`src/rtl/serial_link_pkg.sv`:
```
// Shared definitions for the single-wire serial byte link (receiver and serializer).
package serial_link_pkg;

   typedef enum logic [2:0] {
      IDLE      = 3'd0,
      START     = 3'd1,
      DATA      = 3'd2,
      PARITY    = 3'd3,
      STOP      = 3'd4,
      WAIT_IDLE = 3'd5
   } state_e;

   localparam logic LINE_IDLE = 1'b1;
   localparam logic START_BIT = 1'b0;
   localparam logic STOP_BIT  = 1'b1;

endpackage

```
`src/rtl/serial_byte_receiver_if.sv`:
```
// Byte-side and line-side signals of the serial byte receiver.
interface serial_byte_receiver_if #(
   parameter int DATA_W = 8
);
   logic              in0;
   logic [DATA_W-1:0] out;
   logic              out_valid;
   logic              frame_err;

   modport master (output in0, input out, input out_valid, input frame_err);
   modport slave  (input in0, output out, output out_valid, output frame_err);
endinterface

```
`src/rtl/serial_bit_timer.sv`:
```
// Bit-period counter with clear; flags the mid-bit (half) and last (full) clock of a period.
module serial_bit_timer #(
   parameter int CLKS_PER_BIT = 4
) (
   input  logic clk,
   input  logic rst,
   input  logic clear,
   output logic half,
   output logic full
);
   localparam int CW = $clog2(CLKS_PER_BIT);
   localparam logic [CW-1:0] HALF_M1 = CW'(CLKS_PER_BIT / 2 - 1);
   localparam logic [CW-1:0] FULL_M1 = CW'(CLKS_PER_BIT - 1);

   logic [CW-1:0] count;

   always_ff @(posedge clk or posedge rst) begin
      if (rst) begin
         count <= '0;
      end else if (clear || count == FULL_M1) begin
         count <= '0;
      end else begin
         count <= count + 1'b1;
      end
   end

   assign half = (count == HALF_M1);
   assign full = (count == FULL_M1);
endmodule

```
`src/rtl/serial_byte_receiver.sv`:
```
// Serial frame receiver: start, DATA_W bits LSB first, optional even parity, stop.
// Parity checking is built when SERIAL_RX_PARITY_CHECK_EN is defined.
module serial_byte_receiver #(
   parameter int DATA_W       = 8,
   parameter int CLKS_PER_BIT = 4
) (
   input logic                   clk,
   input logic                   rst,
   serial_byte_receiver_if.slave bus
);
   import serial_link_pkg::*;

   localparam int BW = $clog2(DATA_W + 1);
   localparam logic [BW-1:0] LAST_BIT = BW'(DATA_W - 1);

   localparam logic [2:0] ST_IDLE      = IDLE;
   localparam logic [2:0] ST_START     = START;
   localparam logic [2:0] ST_DATA      = DATA;
   localparam logic [2:0] ST_PARITY    = PARITY;
   localparam logic [2:0] ST_STOP      = STOP;
   localparam logic [2:0] ST_WAIT_IDLE = WAIT_IDLE;

   logic [2:0]        state;
   logic [BW-1:0]     bit_cnt;
   logic [DATA_W-1:0] shift_reg;
   logic [DATA_W-1:0] shift_next;
   logic [DATA_W-1:0] word;
   logic              valid;
   logic              err;
   logic              tick_half;
   logic              tick_full;
   logic              timer_clear;
`ifdef SERIAL_RX_PARITY_CHECK_EN
   logic              parity_bad;
`endif

   // The timer is re-phased at the start-bit midpoint, so every later full tick is mid-bit.
   assign timer_clear = (state == ST_IDLE) || (state == ST_WAIT_IDLE) ||
                        ((state == ST_START) && tick_half);

   serial_bit_timer #(.CLKS_PER_BIT(CLKS_PER_BIT)) u_timer (
      .clk  (clk),
      .rst  (rst),
      .clear(timer_clear),
      .half (tick_half),
      .full (tick_full)
   );

   generate
      if (DATA_W == 1) begin : g_shift_one
         assign shift_next = bus.in0;
      end else begin : g_shift_many
         assign shift_next = {bus.in0, shift_reg[DATA_W-1:1]};
      end
   endgenerate

   always_ff @(posedge clk or posedge rst) begin
      if (rst) begin
         state     <= ST_IDLE;
         bit_cnt   <= '0;
         shift_reg <= '0;
         word      <= '0;
         valid     <= 1'b0;
         err       <= 1'b0;
`ifdef SERIAL_RX_PARITY_CHECK_EN
         parity_bad <= 1'b0;
`endif
      end else begin
         valid <= 1'b0;
         err   <= 1'b0;
         case (state)
            ST_IDLE: begin
               if (bus.in0 == START_BIT) state <= ST_START;
            end
            ST_START: begin
               if (tick_half) begin
                  if (bus.in0 == START_BIT) begin
                     state   <= ST_DATA;
                     bit_cnt <= '0;
                  end else begin
                     state <= ST_IDLE;
                  end
               end
            end
            ST_DATA: begin
               if (tick_full) begin
                  shift_reg <= shift_next;
                  if (bit_cnt == LAST_BIT) begin
`ifdef SERIAL_RX_PARITY_CHECK_EN
                     state <= ST_PARITY;
`else
                     state <= ST_STOP;
`endif
                  end else begin
                     bit_cnt <= bit_cnt + 1'b1;
                  end
               end
            end
`ifdef SERIAL_RX_PARITY_CHECK_EN
            ST_PARITY: begin
               if (tick_full) begin
                  parity_bad <= (^shift_reg) ^ bus.in0;
                  state      <= ST_STOP;
               end
            end
`endif
            ST_STOP: begin
               if (tick_full) begin
`ifdef SERIAL_RX_PARITY_CHECK_EN
                  if (bus.in0 == STOP_BIT && !parity_bad) begin
`else
                  if (bus.in0 == STOP_BIT) begin
`endif
                     word  <= shift_reg;
                     valid <= 1'b1;
                  end else begin
                     err <= 1'b1;
                  end
                  // A low stop bit means the line may still be held low; never restart on it.
                  state <= (bus.in0 == STOP_BIT) ? ST_IDLE : ST_WAIT_IDLE;
               end
            end
            ST_WAIT_IDLE: begin
               if (bus.in0 == LINE_IDLE) state <= ST_IDLE;
            end
            default: state <= ST_IDLE;
         endcase
      end
   end

   assign bus.out       = word;
   assign bus.out_valid = valid;
   assign bus.frame_err = err;
endmodule

```
`src/flat_wrapper.sv`:
```
// flat-port wrapper written by rule: the top's interface ports become plain ports
module serial_byte_receiver_flat import serial_link_pkg::*;
#(
   parameter int DATA_W       = 8,
   parameter int CLKS_PER_BIT = 4
)
  (clk, rst, bus_in0, bus_out, bus_out_valid, bus_frame_err);
  serial_byte_receiver_if #(.DATA_W(DATA_W)) bus_i ();
  input logic clk;
  input logic rst;
  input wire logic [$bits(bus_i.in0)-1:0] bus_in0;
  output wire logic [$bits(bus_i.out)-1:0] bus_out;
  output wire logic [$bits(bus_i.out_valid)-1:0] bus_out_valid;
  output wire logic [$bits(bus_i.frame_err)-1:0] bus_frame_err;
  assign bus_i.in0 = bus_in0;
  assign bus_out = bus_i.out;
  assign bus_out_valid = bus_i.out_valid;
  assign bus_frame_err = bus_i.frame_err;
  serial_byte_receiver #(.DATA_W(DATA_W), .CLKS_PER_BIT(CLKS_PER_BIT)) u_core (.clk(clk), .rst(rst), .bus(bus_i));
endmodule
```
`config.mk`:
```
export PLATFORM = sky130hd
export DESIGN_NAME = serial_byte_receiver_flat
export DESIGN_NICKNAME = d
export VERILOG_FILES = /design/src/rtl/serial_link_pkg.sv /design/src/rtl/serial_byte_receiver_if.sv /design/src/rtl/serial_bit_timer.sv /design/src/rtl/serial_byte_receiver.sv /design/src/flat_wrapper.sv
export SDC_FILE = /design/constraint.sdc
export NUM_CORES = 1
export LEC_CHECK = 0
export ABC_AREA = 1
export CAP_MARGIN = 20
export CORE_AREA = 2 2 84 46
export DETAILED_ROUTE_END_ITERATION = 10
export DIE_AREA = 0 0 86 48
export GPL_TIMING_DRIVEN = 0
export PLACE_DENSITY_LB_ADDON = 0.12
export SLEW_MARGIN = 20
export SYNTH_ARGS = -nofsm -noshare
export SYNTH_HDL_FRONTEND = slang
export SYNTH_HIERARCHICAL = 1
export SYNTH_SLANG_ARGS = --single-unit
```
`constraint.sdc`:
```
create_clock -name clk -period 1.7 [get_ports clk]
set_input_delay 0.17 -clock clk [delete_from_list [all_inputs] [get_ports clk]]
set_output_delay 0.17 -clock clk [all_outputs]
set_load 0.1 [all_outputs]
```
* Word level (Yosys, flattened, before mapping)
Index checks and enable logic that the tools add are counted.
Word-level totals: register bits after elaboration 27, input bits 3, output and inout bits 10, word-level logic and storage cells 55
Cells by class: $add $sub $neg 2, eq/ne operators 15, mux-type cells 21, reductions and logical operators 10
Operators by type and width (number):
- 2-to-1 mux 3 bit | 7
- 2-to-1 mux 4 bit | 4
- case mux 3 bit (5 select lines) | 1
- != test 2 x 1 -> 1 bit (second input constant) | 4
- != test 2 bit (second input constant) | 4
- case mux 4 bit (2 select lines) | 1
- equality test 3 bit (second input constant) | 2
- 2-to-1 mux 1 bit | 6
- AND reduction 6 bit | 1
- AND reduction 5 bit | 1
- adder 4 x 1 -> 4 bit (second input constant) | 1
- equality test 4 x 3 -> 1 bit (second input constant) | 1
- 2-to-1 mux 2 bit | 2
- equality test 3 x 1 -> 1 bit (second input constant) | 1
- equality test 3 x 2 -> 1 bit (second input constant) | 1
- zero test 3 bit | 1
- logical OR 1 bit | 3
- AND reduction 3 bit | 1
- adder 2 x 1 -> 2 bit (second input constant) | 1
- equality test 2 x 1 -> 1 bit (second input constant) | 1
- equality test 2 bit (second input constant) | 1
- AND reduction 2 bit | 1
- nonzero test 2 bit | 1
- logical AND 1 bit | 1

* Depth between registers and ports, before layout
word-level depth 5, depth in mapped cells 10, mapped depth without buffers 10

* Cells and area by module
Netlist, hierarchy kept.
By module, submodules not included:
- serial_byte_receiver | times used 1, cells an instance 146, area an instance 1270.0 um2, sequential area each 625.6 um2
- serial_bit_timer | times used 1, cells an instance 11, area an instance 101.3 um2, sequential area each 50.0 um2

* Least setup slack after synthesis
No wires, ideal clock.
path type register -> register, from reg u_core.u_timer.count[0], to reg u_core.bit_cnt[2], library setup time 0.117 ns, arrival 1.115 ns, data required time 1.583 ns, slack 0.468 ns, stages on the path, launching flop included 8, path buffers 0, clock period less this slack 1.232 ns, cell sequence dfrtp_1 > ha_1 > inv_1 > nand4_1 > nand2_2 > nor2_1 > nand3_1 > nand2_1
Between the ends: word-level cells in the longest chain between the ends 3, elaborated cells between the ends (all ways) 5, those cells by class eq/ne (4); reduce/logical (1)
RTL lines:
- start: declaration | line serial_bit_timer.sv:15 | logic [CW-1:0] count;
- start signal: assignment | line serial_bit_timer.sv:23 | count <= count + 1'b1;
- equality test 2 bit | line serial_bit_timer.sv:28 | assign full = (count == FULL_M1);
- named net u_core.tick_full | line serial_byte_receiver.sv:31 | logic tick_full;
- != test 2 x 1 -> 1 bit (no source line)
- AND reduction 5 bit (no source line)
- end signal: assignment | line serial_byte_receiver.sv:95 | bit_cnt <= bit_cnt + 1'b1;
- end: declaration | line serial_byte_receiver.sv:24 | logic [BW-1:0] bit_cnt;
The timed path passes the listed nets, and every way through them passes these cells. A chain may end at the register's enable or synchronous reset.

* Final worst setup path
from reg u_core.word[7], in the netlist u_core/bus.out[7], to out bus_out[7]
RTL lines:
- start: declaration | line serial_byte_receiver.sv:27 | logic [DATA_W-1:0] word;
- start signal: assignment | line serial_byte_receiver.sv:114 | word <= shift_reg;
- end: declaration | line flat_wrapper.sv:12 | output wire logic [$bits(bus_i.out)-1:0] bus_out;
No word-level cell between the ends.

==> results.json <==
{
  "status": "finished, final reports clean",
  "p_leak_uw": 0.000836,
  "synth_compound_area_share_pct": 10.9,
  "min_path_type": "primary input to asynchronous set/reset pin",
  "place_ws_ps": 37.5,
  "first_iter_violations": 69,
  "core_mm2": 0.00332,
  "dp.cells": 211,
  "ys_warn_count": 6,
  "area_growth_pct": 14.6,
  "finalHoldViolCount": 0,
  "grt_max_degree": 26,
  "drive_above_1_share_pct": 23.7,
  "antenna_left": 0,
  "globalRouteTotalUtil_pct": 14.5,
  "synthDistinctLibCells": 19,
  "slowest_stage": "dlygate4sd2_1",
  "synthCells": 157,
  "rsz0062_at_grt": "false",
  "maxCapViolCount": 0,
  "setup_violations": 0,
  "cp.required_ps": 1530,
  "clk_latency_ps": 270,
  "drtPass1Iterations": 4,
  "final_cell_mix": "nand2_1, dfrtp_1, inv_1",
  "grt_pass1_wl_um": 4330,
  "cp.buffers_inverters": 1,
  "vias": 989,
  "antenna_cells": 0,
  "io_pins": 13,
  "cts.clk_slew.worst_paths_ps": 90,
  "portBuffers": 12,
  "async_reset_ff_share_pct": 100,
  "peakVddDrop_uv": 540,
  "min_period_ps": 1650,
  "synthesis.area_mm2": 0.00137,
  "grt_overflow": 0,
  "synthFlopType": "dfrtp_1",
  "synthTopCellsByArea": "dfrtp_1, nand2_1, o21ai_2",
  "finalWirelength_um": 2630,
  "root_buffer": "clkbuf_8",
  "synth-xor-area-share_pct": 0.639,
  "rows": 15,
  "period_share_pct": 97.0,
  "max_slew_margin_pct": 36.5,
  "htreeDepth": 1,
  "cts_setup_buffers": 0,
  "seq_area_um2": 676,
  "drv_slew": 0,
  "setup-tns-final_ps": 0,
  "drc": 0,
  "fp.dieW_um": 86,
  "yosysTopAreaCell": "dfrtp_1",
  "synth_area_per_cell_um2": 8.73,
  "die_area_mm2": 0.00413,
  "cp-end-kind": "output port",
  "layout_commonest_cell": "nand2_1",
  "final_core_util_pct": 47.3,
  "wl_per_cell_um": 12.2,
  "worst-path-max-fanout": 2,
  "finClkSkew_ps": 3.44,
  "final_cells": 215,
  "cellPowerDensity_mw_per_mm2": 1590,
  "antenna_found_initial": 0,
  "ctsHoldBuffers": 0,
  "cpPeakStageDelay_ps": 860,
  "cpLargestDelayFamily": "buffers and inverters",
  "start_util_pct": 41.3,
  "fmax_mhz": 607,
  "cp-start-kind": "register",
  "grt_pass1_vias": 895,
  "synth_edf_count": 0,
  "synth-simple-area-share_pct": 28.2,
  "yosysSeqAreaShare_pct": 49.3,
  "synthAdderAreaFrac_pct": 2.74,
  "vias_per_cell": 4.60,
  "worstSetupPathType": "register to output port",
  "cts_tree": "done",
  "synth_top_family_by_area": "simple AND/OR/NAND/NOR gates",
  "place_congestion": 0.810,
  "critPathArrivalTime_ps": 1480,
  "nNetsFinal": 180,
  "cts_sinks": 27,
  "synth.net_count": 163,
  "worst_pin_slew_ps": 956,
  "nFillCells": 330,
  "muxShareOfSynthArea_pct": 0,
  "clk_path_buf_depth": 2,
  "cts_buffers": 3,
  "multi_input_area_um2": 583,
  "path_cells": "dlygate4sd2_1",
  "synth_top_area_share_pct": 49.3,
  "synth-seq-cells": 27,
  "setup_ws_ps": 51.2,
  "hold_ws_ps": 100,
  "die_y_um": 48,
  "dp_hpwl_um": 2030
}
==> final timing paths <==
check	start	to	slack, ps	cells past startpoint
setup / recovery	u_core/bus.out[7]	bus_out[7]	50	1
hold / removal	rst	u_core/u_timer/count[0]	100	2
setup reg to reg	u_core/u_timer/count[0]	u_core/bit_cnt[2]	240	7
hold reg to reg	u_core/bus.out[3]	u_core/bus.out[3]	480	2
max in group asynchronous	rst	u_core/bus.out[5]	950	2
min in group clk	u_core/bus.out[3]	u_core/bus.out[3]	480	2
==> cells by family (layout without fill, tap and decap cells) <==
group,count (synthesis),count (layout)
DFF,27,27
adders and majority gates,3,3
buffers and inverters,26,42
xor gates and xnor gates,1,1
and+or+nand+nor,82,82
AOI/OAI and AO/OA,18,18
==> routing by layer <==
| metal | share of wire [%] | routed length, um | GRT usage (%) |
|---|---|---|---|
| met4 | 0 | 0 | 4.13 |
| met2 | 38 | 1010 | 20.3 |
| met5 | 0 | 0 | 0 |
| met3 | 5.9 | 155 | 5.00 |
| met1 | 56 | 1460 | 21.3 |
==> where the power goes <==
group	total, uW	leakage, uW	internal [uW]	switching (uW)
Combinational	1190	0.000454	344	841
Clock	358	0.0000228	168	190
Sequential	955	0.000359	814	141
Total	2500	0.000836	1330	1170
==> timing repair <==
item / in CTS / in global routing
setup endpoints to repair: 10 / 4
pin swaps: 0 / 0
endpoints found under the hold margin: 0 / 0
gates resized for setup: 10 / 6
==> per-stage QoR <==
| step | instance area, um2 | power, uW |
|---|---|---|
| floorplan | 1370 | 1900 |
| finish | 1570 | 2500 |
| global route | 1570 | 2710 |
| global placement | 1540 | 2120 |
| detailed placement | 1540 | 2150 |
| CTS | 1580 | 2500 |
==> cell usage after synthesis (2+ instances only) <==
cell      n
nor2_4    2
ha_1      3
o21ai_2  16
inv_2     3
dfrtp_1  27
inv_1    21
nand3_1   8
o21ai_0   2
nor2_1   15
nand2_2   8
buf_6     2
nand2_1  43
==> final cells by class <==
| type | instances | share of cell area (%) |
|---|---|---|
| flip-flops and latches | 27 | 43.0 |
| well taps | 42 | 3.34 |
| multi-input cells | 104 | 37.1 |
| clock buffers | 4 | 2.87 |
| inverters | 24 | 5.73 |
| plain buffers | 2 | 1.43 |
| repair buffers | 12 | 6.53 |
(Power assumes the default switching activity.)
==> patch 1 (config.mk and constraints unchanged) <==
`CLKS_PER_BIT` is set to 4 in 3 places; all go to 8.
--- a/src/rtl/serial_bit_timer.sv
+++ b/src/rtl/serial_bit_timer.sv
@@ -2,3 +2,3 @@
 module serial_bit_timer #(
-   parameter int CLKS_PER_BIT = 4
+   parameter int CLKS_PER_BIT = 8
 ) (
--- a/src/rtl/serial_byte_receiver.sv
+++ b/src/rtl/serial_byte_receiver.sv
@@ -4,3 +4,3 @@
    parameter int DATA_W       = 8,
-   parameter int CLKS_PER_BIT = 4
+   parameter int CLKS_PER_BIT = 8
 ) (
--- a/src/flat_wrapper.sv
+++ b/src/flat_wrapper.sv
@@ -4,3 +4,3 @@
    parameter int DATA_W       = 8,
-   parameter int CLKS_PER_BIT = 4
+   parameter int CLKS_PER_BIT = 8
 )
Function: same outputs for any inputs over 10 cycles, from zero or initial values and one cycle with rst high; that may be too few to reach the edited logic, so the function may still have changed.
==> patch 1 against the unedited design <==
Synthesized cell count up 2.5%; critical endpoint is now bus_out[0]; register-to-register slack worse by 0.08 ns; clock power up 15%; sequential cell count up 1; setup slack worse by 0.0051 ns; largest power group unchanged; sequential power down 2.5%; critical path depth unchanged; total power down 8.8%; design area up 4.5%; critical path type unchanged; sequential share of layout area down 0.34 points; wire length up 2.4%; area after synthesis up 3.5%; hold slack worse by 0.025 ns; largest cell class unchanged.
==> patch 1: results (changes against the unedited design) <==
stage,metric,value,unit,change
global_routing,grt_pass1_wl,4.485,mm,was 4.326 mm
critical_path,r2r_end,u_core/state[0],,was u_core/bit_cnt[2]
place,place.detailed.hpwl,2.102,mm,was 2.026 mm
logic_synthesis,async_flop_share,100.0,%,unchanged
pwr,p_seq_share,40.8,%,was 38.2%
global_routing,globalRouteMet2Util,22.17,%,was 20.31%
finish,syn_to_final_growth,15.79,%,was 14.60%
logic_synthesis,synth-compound-area-share,10.58,%,was 10.95%
clocking,clockRootBuffer,clkbuf_8,,unchanged
finish,nNetsFinal,185,,was 180
clocking,clkSinkCount,28,,was 27
route,wl_met2,1.055,mm,was 1.009 mm
clocking,clk_pin_slew,0.09,ns,about the same
critical_path,r2r_slack,0.16,ns,was 0.24 ns
route,dr_total_vias,1057,,was 989
finish,clock_area_share,3.351,%,was 2.866%
finish,nNonClkBuffers,14,,unchanged
finish,drive_gt1_share,23.73,%,was 23.70%
sta,holdWs,0.07581,ns,was 0.1005 ns
global_routing,use_met1,21.27,%,was 21.25%
logic_synthesis,synth_area_leaders,"dfrtp_1 (49%), nand2_1 (11%), o21ai_2 (9.9%)",,"was dfrtp_1 (49%), nand2_1 (12%), o21ai_2 (10%)"
logic_synthesis,syn-num-nets,168,,was 163
route,wl_met3,182,µm,was 155 µm
finish,fill_cells,313,,was 330
pwr,power.share.switching,41.59,%,was 46.93%
place,dpl_worst_slack,0.04939,ns,was 0.03746 ns
route,drt-met1-wl,1.454,mm,was 1.464 mm
logic_synthesis,synth_common_cells,"nand2_1 (42), dfrtp_1 (28), inv_1 (22)",,"was nand2_1 (43), dfrtp_1 (27), inv_1 (21)"
place,routabilityCongestion,0.9391,,was 0.8097
finish,seq_share,42.65,%,was 42.99%
pwr,clock_power,410,µW,was 358 µW
pwr,vdd_drop_max,0.5654,mV,was 0.5399 mV
sta,relSlewSlack,35.63,%,was 36.52%
status,status,"complete, no violations",,unchanged
logic_synthesis,seq_area_frac_synth,49.38,%,was 49.27%
sta,skew,0.003918,ns,was 0.003443 ns
logic_synthesis,avgSynthCellArea,8.813,µm²,was 8.734 µm²
place,placed_cell_area,1592,µm²,was 1544 µm²
finish,multi_input_comb_area,604.3,µm²,was 583.1 µm²
route,wl,2.692,mm,was 2.629 mm
route,route.detailed.vias_per_inst,4.826,,was 4.600
finish,multi_input_gates,106,,was 104
global_routing,use_met3,4.483,%,was 5.000%
critical_path,ff2ff_path_depth,9,,was 7
route,drt_iter0_drc,108,,was 69
global_routing,grt_pass1_vias,964,,was 895
clocking,htreeDepth,1,,unchanged
==> patch 1: cell types whose count changed in the layout (fill, tap and decap cells not counted), sizes merged <==
| cell | delta |
|---|---|
| clkbuf | -2 |
| clkdlybuf4s15 | +3 |
| clkinv | -1 |
| dfrtp | +1 |
| dlygate4sd2 | -1 |
| ha | +1 |
| inv | +2 |
| nor2 | +1 |
==> patch 1: how the worst max path moves through the flow <==
stage,from,end,slack [ns],cells past startpoint
detailed placement,u_core/bus.out[1],bus_out[1],0.05,1
floorplan,u_core/u_timer/count[0],u_core/bit_cnt[2],0.30,8
global route,u_core/bus.out[2],bus_out[2],0.002,1
global placement,u_core/bus.out[2],bus_out[2],0.06,1
finish,u_core/bus.out[0],bus_out[0],0.05,1
CTS,u_core/bus.out[2],bus_out[2],0.02,1
==> patch 1: cells by family (layout without fill, tap and decap cells) <==
group	after synthesis	count (layout)
buffers and inverters	27	43
adders and majority gates	4	4
DFF	28	28
AOI/OAI and AO/OA	18	18
xor gates and xnor gates	1	1
and+or+nand+nor	83	83
==> patch 2 (config.mk and constraints unchanged) <==
Made on the original files. Reset style: synchronous (`rst`), changed in 2 clocked blocks.
--- a/src/rtl/serial_bit_timer.sv
+++ b/src/rtl/serial_bit_timer.sv
@@ -16,3 +16,3 @@
 
-   always_ff @(posedge clk or posedge rst) begin
+   always_ff @(posedge clk) begin
       if (rst) begin
--- a/src/rtl/serial_byte_receiver.sv
+++ b/src/rtl/serial_byte_receiver.sv
@@ -56,3 +56,3 @@
 
-   always_ff @(posedge clk or posedge rst) begin
+   always_ff @(posedge clk) begin
       if (rst) begin
Behaviour: same outputs for any inputs over 10 cycles, from zero or initial values and one cycle with rst high; that may be too few to reach the edited logic, so the function may still have changed.
==> patch 2 against the unedited design <==
Area after synthesis down 9.3%; design area down 7.8%; wire length down 9.3%; die area unchanged; first-iteration DRC count down 25%; sequential cell count unchanged; non-clock buffer count up 2; setup slack better by 0.025 ns; critical endpoint unchanged.
Power is not compared: it rests on default switching activity, and its combinational part moved more than twofold at a synthesized area within 25%.
==> patch 2: results (changes against the unedited design) <==
stage,metric,value,unit,change
critical_path,r2r_slack,0.15,ns,was 0.24 ns
sta,skew,0.001301,ns,was 0.003443 ns
route,drt_iter0_drc,52,,was 69
route,route.detailed.vias_per_inst,4.567,,was 4.600
route,drt-met1-wl,1.383,mm,was 1.464 mm
sta,tightest_slew,0.9541,ns,was 0.9561 ns
route,wl_met3,87,µm,was 155 µm
finish,fill_cells,333,,was 330
place,routabilityCongestion,0.7388,,was 0.8097
place,dpl_worst_slack,-0.1124,ns,was 0.03746 ns
global_routing,grt_pass1_vias,854,,was 895
status,status,"complete, no violations",,unchanged
logic_synthesis,async_flop_share,0,%,was 100.0%
route,wl_per_cell,11.09,µm,was 12.23 µm
global_routing,grt_usage,12.92,%,was 14.52%
logic_synthesis,avgSynthCellArea,7.922,µm²,was 8.734 µm²
sta,holdWs,0.4520,ns,was 0.1005 ns
route,top_layer,met4,,was met3
critical_path,critPathLaunch,u_core/bus.out[7],,unchanged
global_routing,use_met1,18.60,%,was 21.25%
global_routing,grt_pass1_wl,3.946,mm,was 4.326 mm
global_routing,globalRouteMet2Util,17.98,%,was 20.31%
logic_synthesis,synth_common_cells,"dfxtp_1 (27), nor2_1 (27), inv_1 (17), nand2_1 (17), o21ai_1 (15)",,"was nand2_1 (43), dfrtp_1 (27), inv_1 (21)"
route,wl_met2,893,µm,was 1.009 mm
place,place.detailed.hpwl,1.859,mm,was 2.026 mm
place,placed_cell_area,1416,µm²,was 1544 µm²
-- patch 2: logic make-up after synthesis --
family                     synth area share, %
adders and majority gates                3.018
AOI/OAI and AO/OA                        16.30
and+or+nand+nor                          26.86
DFF                                      43.46
xor gates and xnor gates                0.7044
buffers and inverters                    9.657
-- patch 2: cell type report --
type / count / area, µm² / share of cell area, %
Buffer: 4 / 37.54 / 2.591
Clock buffer: 4 / 45.04 / 3.109
Inverter: 22 / 82.58 / 5.699
Multi-Input combinational cell: 104 / 583.1 / 40.24
Sequential cell: 27 / 540.5 / 37.31
Tap cell: 42 / 52.55 / 3.627
Timing Repair Buffer: 12 / 107.6 / 7.427
-- patch 2: path summary, 6_finish.rpt --
kind                                           to  depth (start not counted)
worst min register to register  u_core/bus.out[5]                          2
worst max register to register    u_core/state[0]                          8
worst min-delay path            u_core/bus.out[5]                          2
worst max-delay path                   bus_out[7]                          1
-- patch 2: worst min-delay path, cell delays in order, from the launching register on --
cell and delay (ns):
dfxtp_1 0.31, inv_1 0.06, a21oi_2 0.04
